==> src/rtl/instr_fetch.sv <==
// rtl/instr_fetch.sv - instruction fetch unit: PC sequencing, IR capture and fetch timeout
module instr_fetch #(
    parameter logic [31:0] RESET_VECTOR = 32'h0000_0000,
    parameter int          MAX_WAIT     = 255
) (
    input  logic        clk,
    input  logic        reset,
    output logic        imem_req,
    output logic [31:0] imem_addr,
    input  logic        imem_ack,
    input  logic [31:0] imem_rdata,
    input  logic        advance,
    input  logic        PCSrc,
    input  logic [31:0] Result,
    output logic [19:0] Instr,
    output logic [11:0] Src2,
    output logic        instr_valid,
    output logic [31:0] PC,
    output logic [31:0] PCPlus8,
    output logic        fetch_fault
);

    typedef enum logic [1:0] {
        RESET_WAIT = 2'd0,
        FETCH      = 2'd1,
        HOLD       = 2'd2,
        FAULT      = 2'd3
    } state_t;

    // The counter saturates at 255, so larger limits fault once saturation is reached.
    localparam logic [8:0] WAIT_LIMIT = (MAX_WAIT > 255) ? 9'd256 : 9'(MAX_WAIT);

    state_t      state;
    state_t      state_next;
    logic [31:0] fetch_pc;
    logic [31:0] pc;
    logic [31:0] ir;
    logic [7:0]  wait_cnt;
    logic [8:0]  wait_inc;
    logic        timeout;
    logic        unused_bits;

    assign wait_inc    = {1'b0, wait_cnt} + 9'd1;
    assign timeout     = (wait_inc >= WAIT_LIMIT);
    assign unused_bits = ^Result[1:0];

    always_ff @(posedge clk or negedge reset) begin
        if (!reset) begin
            state <= RESET_WAIT;
        end else begin
            state <= state_next;
        end
    end

    always_comb begin
        state_next  = state;
        imem_req    = 1'b0;
        instr_valid = 1'b0;
        case (state)
            RESET_WAIT: state_next = FETCH;
            FETCH: begin
                imem_req = 1'b1;
                if (imem_ack) begin
                    state_next = HOLD;
                end else if (timeout) begin
                    state_next = FAULT;
                end
            end
            HOLD: begin
                instr_valid = 1'b1;
                if (advance) begin
                    state_next = FETCH;
                end
            end
            FAULT:   state_next = FAULT;
            default: state_next = RESET_WAIT;
        endcase
    end

    always_ff @(posedge clk or negedge reset) begin
        if (!reset) begin
            fetch_pc <= RESET_VECTOR;
            pc       <= RESET_VECTOR;
            ir       <= 32'd0;
            wait_cnt <= 8'd0;
        end else begin
            if (state == FETCH && imem_ack) begin
                ir       <= imem_rdata;
                pc       <= fetch_pc;
                fetch_pc <= fetch_pc + 32'd4;
            end else if (state == HOLD && advance && PCSrc) begin
                fetch_pc <= {Result[31:2], 2'b00};
            end
            // A fresh fetch always starts its timeout window from zero.
            if (state_next == FETCH && state != FETCH) begin
                wait_cnt <= 8'd0;
            end else if (state == FETCH && !imem_ack && wait_cnt != 8'hFF) begin
                wait_cnt <= wait_cnt + 8'd1;
            end
        end
    end

    assign imem_addr   = {fetch_pc[31:2], 2'b00};
    assign Instr       = ir[31:12];
    assign Src2        = ir[11:0];
    assign PC          = pc;
    assign PCPlus8     = pc + 32'd8;
    assign fetch_fault = (state == FAULT);

endmodule
==> config.mk <==
export PLATFORM = sky130hd
export DESIGN_NAME = instr_fetch
export DESIGN_NICKNAME = d
export VERILOG_FILES = /design/src/rtl/instr_fetch.sv
export SDC_FILE = /design/constraint.sdc
export NUM_CORES = 1
export LEC_CHECK = 0
export CAP_MARGIN = 30
export CORE_MARGIN = 2
export CORE_UTILIZATION = 46
export CTS_BUF_LIST = sky130_fd_sc_hd__clkbuf_2 sky130_fd_sc_hd__clkbuf_4 sky130_fd_sc_hd__clkbuf_8
export CTS_CLUSTER_DIAMETER = 60
export DETAILED_ROUTE_END_ITERATION = 10
export PLACE_DENSITY = 0.9
export RECOVER_POWER = 100
export SLEW_MARGIN = 25
export SYNTH_ARGS = -nofsm -noshare
export SYNTH_HDL_FRONTEND = slang
export SYNTH_SLANG_ARGS = --single-unit
==> constraint.sdc <==
create_clock -name clk -period 2.05 [get_ports clk]
set_input_delay 0.41 -clock clk [delete_from_list [all_inputs] [get_ports clk]]
set_output_delay 0.41 -clock clk [all_outputs]
set_load 0.03 [all_outputs]
==> qor.csv, run 1 <==
stage,metric,value,unit
clock_tree,CTS tree,built,
worst_setup_path,cells on worst reg2reg path,7,
job,maxcap violations,0,
sta,total negative slack,-6.44,ns
worst_setup_path,worst reg2reg endpoint,fetch_pc[27],
detailed_routing,Vias/cell,5.69,
global_route,first-pass GRT wire length,28800,um
sta,RSZ-0062 raised after global routing,true,
worst_setup_path,CP endpoint,PCPlus8[17],
floorplanning,die area,12300,um^2
logic_synthesis,async set or reset register ratio after synthesis,100,%
placed_design,hpwl dp,12800,um
logic_synthesis,Yosys warnings,0,
worst_setup_path,crit path max fanout,7,
placed_design,pre-CTS setup slack,-0.0600,ns
clock_tree,root buffer cell,clkbuf_8,
global_route,largest net degree at the start of global routing,42,
finish,"commonest non-fill, non-tap cell in the layout",nand2_1,
logic_synthesis,Mapped Area,5240,um^2
clock_tree,htree depth,3,
worst_setup_path,critical-path cell list,and4_1 > nand4_1 > nor2_4 > buf_12 > buf_4 > xor2_1 > buf_4,
clock_tree,total CTS buffers,9,
sta,FMAX,0.407,GHz
power_and_ir_drop,worst vdd ir,294,uV
sta,skew final,0.0196,ns
sta,Rel. slew slack,45.8,%
floorplanning,die width,111,um
sta,worst setup margin,-0.408,ns
global_route,Overflow after GRT,0,
global_route,GRT Util Overall,28.8,%
clock_tree,CTS Sinks,102,
power_and_ir_drop,Leak,4.03,nW
power_and_ir_drop,PD cells,445,nW/um^2
power_and_ir_drop,Design Power,0.00369,W
detailed_routing,WL/cell,18.1,um
detailed_routing,drt initial violations,708,
sta,Worst-Margin Slew,0.814,ns
logic_synthesis,Mapped Avg Cell Area,8.50,um^2
worst_setup_path,critical path depth,7,
status,outcome,finished with violations,
finish,layout net count,936,
worst_setup_path,"slowest stage delay, CP",0.38,ns
worst_setup_path,WP data required,1.64,ns
detailed_routing,drt pass-1 iters,7,
sta,period utilisation layout,120,%
worst_setup_path,critical path launch point,PC[11],
worst_setup_path,Worst EP arrival,2.05,ns
global_route,vias in the first global route,5591,
global_route,initial antenna violation count,0,
worst_setup_path,r2r setup slk,-0.05,ns
sta,fin. max-slew vios,0,
worst_setup_path,cell family with most CP delay,simple AND/OR/NAND/NOR gates,
logic_synthesis,Cells after Synth,616,
clock_tree,Clock transition at path regs,0.10,ns
floorplanning,I/O pins,200,
placed_design,Routability Congestion,0.974,
detailed_routing,drt total wl,18200,um
finish,"commonest non-fill, non-tap cells in the layout","196 x nand2_1, 107 x clkdlybuf4s50_1, 90 x dfrtp_1",
finish,synth-to-layout area growth,58.4,%
detailed_routing,via count,5736,
sta,final setup vio count,26,
worst_setup_path,critical path class,reg -> out,
worst_setup_path,crit path buf inv count,3,
worst_setup_path,CP Capture Type,primary output,
clock_tree,Clock Path Buffers,2,
logic_synthesis,Post-synth EDFFs,0,
detailed_routing,Final ANT Viol Nets,0,
logic_synthesis,post-synthesis sequential area ratio,48.7,%
floorplanning,row count,38,
floorplanning,die height,111,um
logic_synthesis,Main synth FF type,dfrtp_1,
sta,hold_ws,0.473,ns
floorplanning,initial core utilization,47.7,%
worst_setup_path,Critical Path Slowest Stage Cell,dfrtp_2,
finish,Ant. Diodes,0,
logic_synthesis,"FF+latch count, synth",102,
worst_setup_path,CP most frequent cell,buf_4,
floorplanning,core area,11000,um^2
worst_setup_path,r2r startpoint,state[0],
sta,crit path time final,2.46,ns
finish,ratio of cells with drive above 1 in the final layout,20.7,%
hold_path,worst hold path class,reg -> reg,
worst_setup_path,CP startpoint kind,register,
placed_design,Port Buffers,191,
logic_synthesis,"Distinct cells, synth",54,
clock_tree,worst skew pair latency,0.38,ns
status,violated checks,negative setup slack,
detailed_routing,drt drc,0,
finish,final core occ,75.6,%
sta,Final Hold Fails,0,
==> worst reg2reg max path, delay by kind of cell (launching register included) <==
kind / cells / cell delay, ns
compound gates: 2 / 0.46
buf+inv: 2 / 0.56
flops: 1 / 0.47
simple gates: 3 / 0.52
==> worst min path at each step <==
stage,from,endpoint,cells after the start
3_3_place_gp,reset,wait_cnt[1],1
4_1_cts,ir[5],ir[5],2
6_report,ir[22],ir[22],2
3_5_place_dp,reset,wait_cnt[1],1
2_1_floorplan,reset,PC[10],0
5_1_grt,ir[15],ir[15],2
==> through the flow <==
step                      instance area, um^2  std cells
after floorplan                          5560        621
after global placement                   7950        980
after detailed placement                 7950        980
after CTS                                8280       1001
after global routing                     8300       1008
final                                    8300       1008
==> per-layer routing <==
| layer | GRT usage [%] | part of all wire, % | vias up |
|---|---|---|---|
| met5 | 0 | 0 | - |
| met4 | 12.2 | 3.9 | 0 |
| met3 | 5.85 | 8.2 | 68 |
| met2 | 49.4 | 51 | 332 |
| met1 | 35.5 | 37 | 2764 |
| li1 | - | - | 2572 |
==> cells in the mapped netlist (2+ instances only) <==
cell type	n	area, um^2
and3_1	11	68.8
buf_2	2	10.0
or2_2	4	25.0
buf_4	7	52.6
nand4_2	2	25.0
nor2_4	2	22.5
o21ai_0	18	90.1
nand4_1	12	75.1
a311oi_1	5	43.8
nor2_1	43	161
a21oi_1	23	115
and4_1	5	43.8
ha_1	4	50.1
o22a_1	2	17.5
o22ai_1	17	106
inv_1	9	33.8
or3_1	2	12.5
nor4_1	4	25.0
dfrtp_1	102	2550
xor2_1	9	78.8
nor2b_1	2	12.5
nor3_1	11	55.1
and3b_1	3	26.3
and2_1	4	25.0
clkbuf_1	27	101
nand3_1	29	145
xnor2_1	27	236
nand2_1	201	754
o21a_1	2	15.0
o32ai_1	3	26.3
==> logic make-up after synthesis <==
| family | Yosys count | synth area share, % |
|---|---|---|
| and+or+nand+nor | 342 | 29.4 |
| buffers and inverters | 46 | 3.99 |
| xor gates and xnor gates | 36 | 6.02 |
| AOI/OAI and AO/OA | 84 | 10.7 |
| other | 1 | 0.0716 |
| muxes | 1 | 0.191 |
| adders and majority gates | 4 | 0.955 |
| DFF | 102 | 48.7 |
==> cell type report <==
class	instances	area, um^2
inverter	9	33.8
tap	140	175
clock inverter	5	81.3
multi-input combinational	473	2890
sequential	102	2570
clock buffer	11	151
timing repair buffer	268	2400
fill	730	2690
==> sequential cells by signal, indices dropped and copies added, names as in the netlist <==
register,count
wait_cnt,8
ir,32
state,2
PC,30
fetch_pc,30
==> report_power, final <==
| group | switching, W | total, W | internal (W) |
|---|---|---|---|
| combinational | 0.0000808 | 0.000196 | 0.000116 |
| clock | 0.000733 | 0.00149 | 0.000755 |
| sequential | 0 | 0.00201 | 0.00201 |
| total | 0.000814 | 0.00369 | 0.00288 |
==> repair_timing <==
action                                  CTS  global route
hold endpoints to repair                 28             0
resized for setup                        32            40
pin swaps                                11            11
endpoints found under the setup margin   31            38
gates cloned                              0             0
setup buffers                             4             7
hold buffers                              1             0
(Power assumes the default switching activity.)
==> inputs of run 2 (changes only) <==
--- a/config.mk
+++ b/config.mk
@@ -13,7 +13,6 @@
 export DETAILED_ROUTE_END_ITERATION = 10
 export PLACE_DENSITY = 0.9
 export RECOVER_POWER = 100
-export SLEW_MARGIN = 25
 export SYNTH_ARGS = -nofsm -noshare
 export SYNTH_HDL_FRONTEND = slang
 export SYNTH_SLANG_ARGS = --single-unit
==> results of run 2 <==
Same layout as run 1: the final DEF is identical, and so are final timing and power.
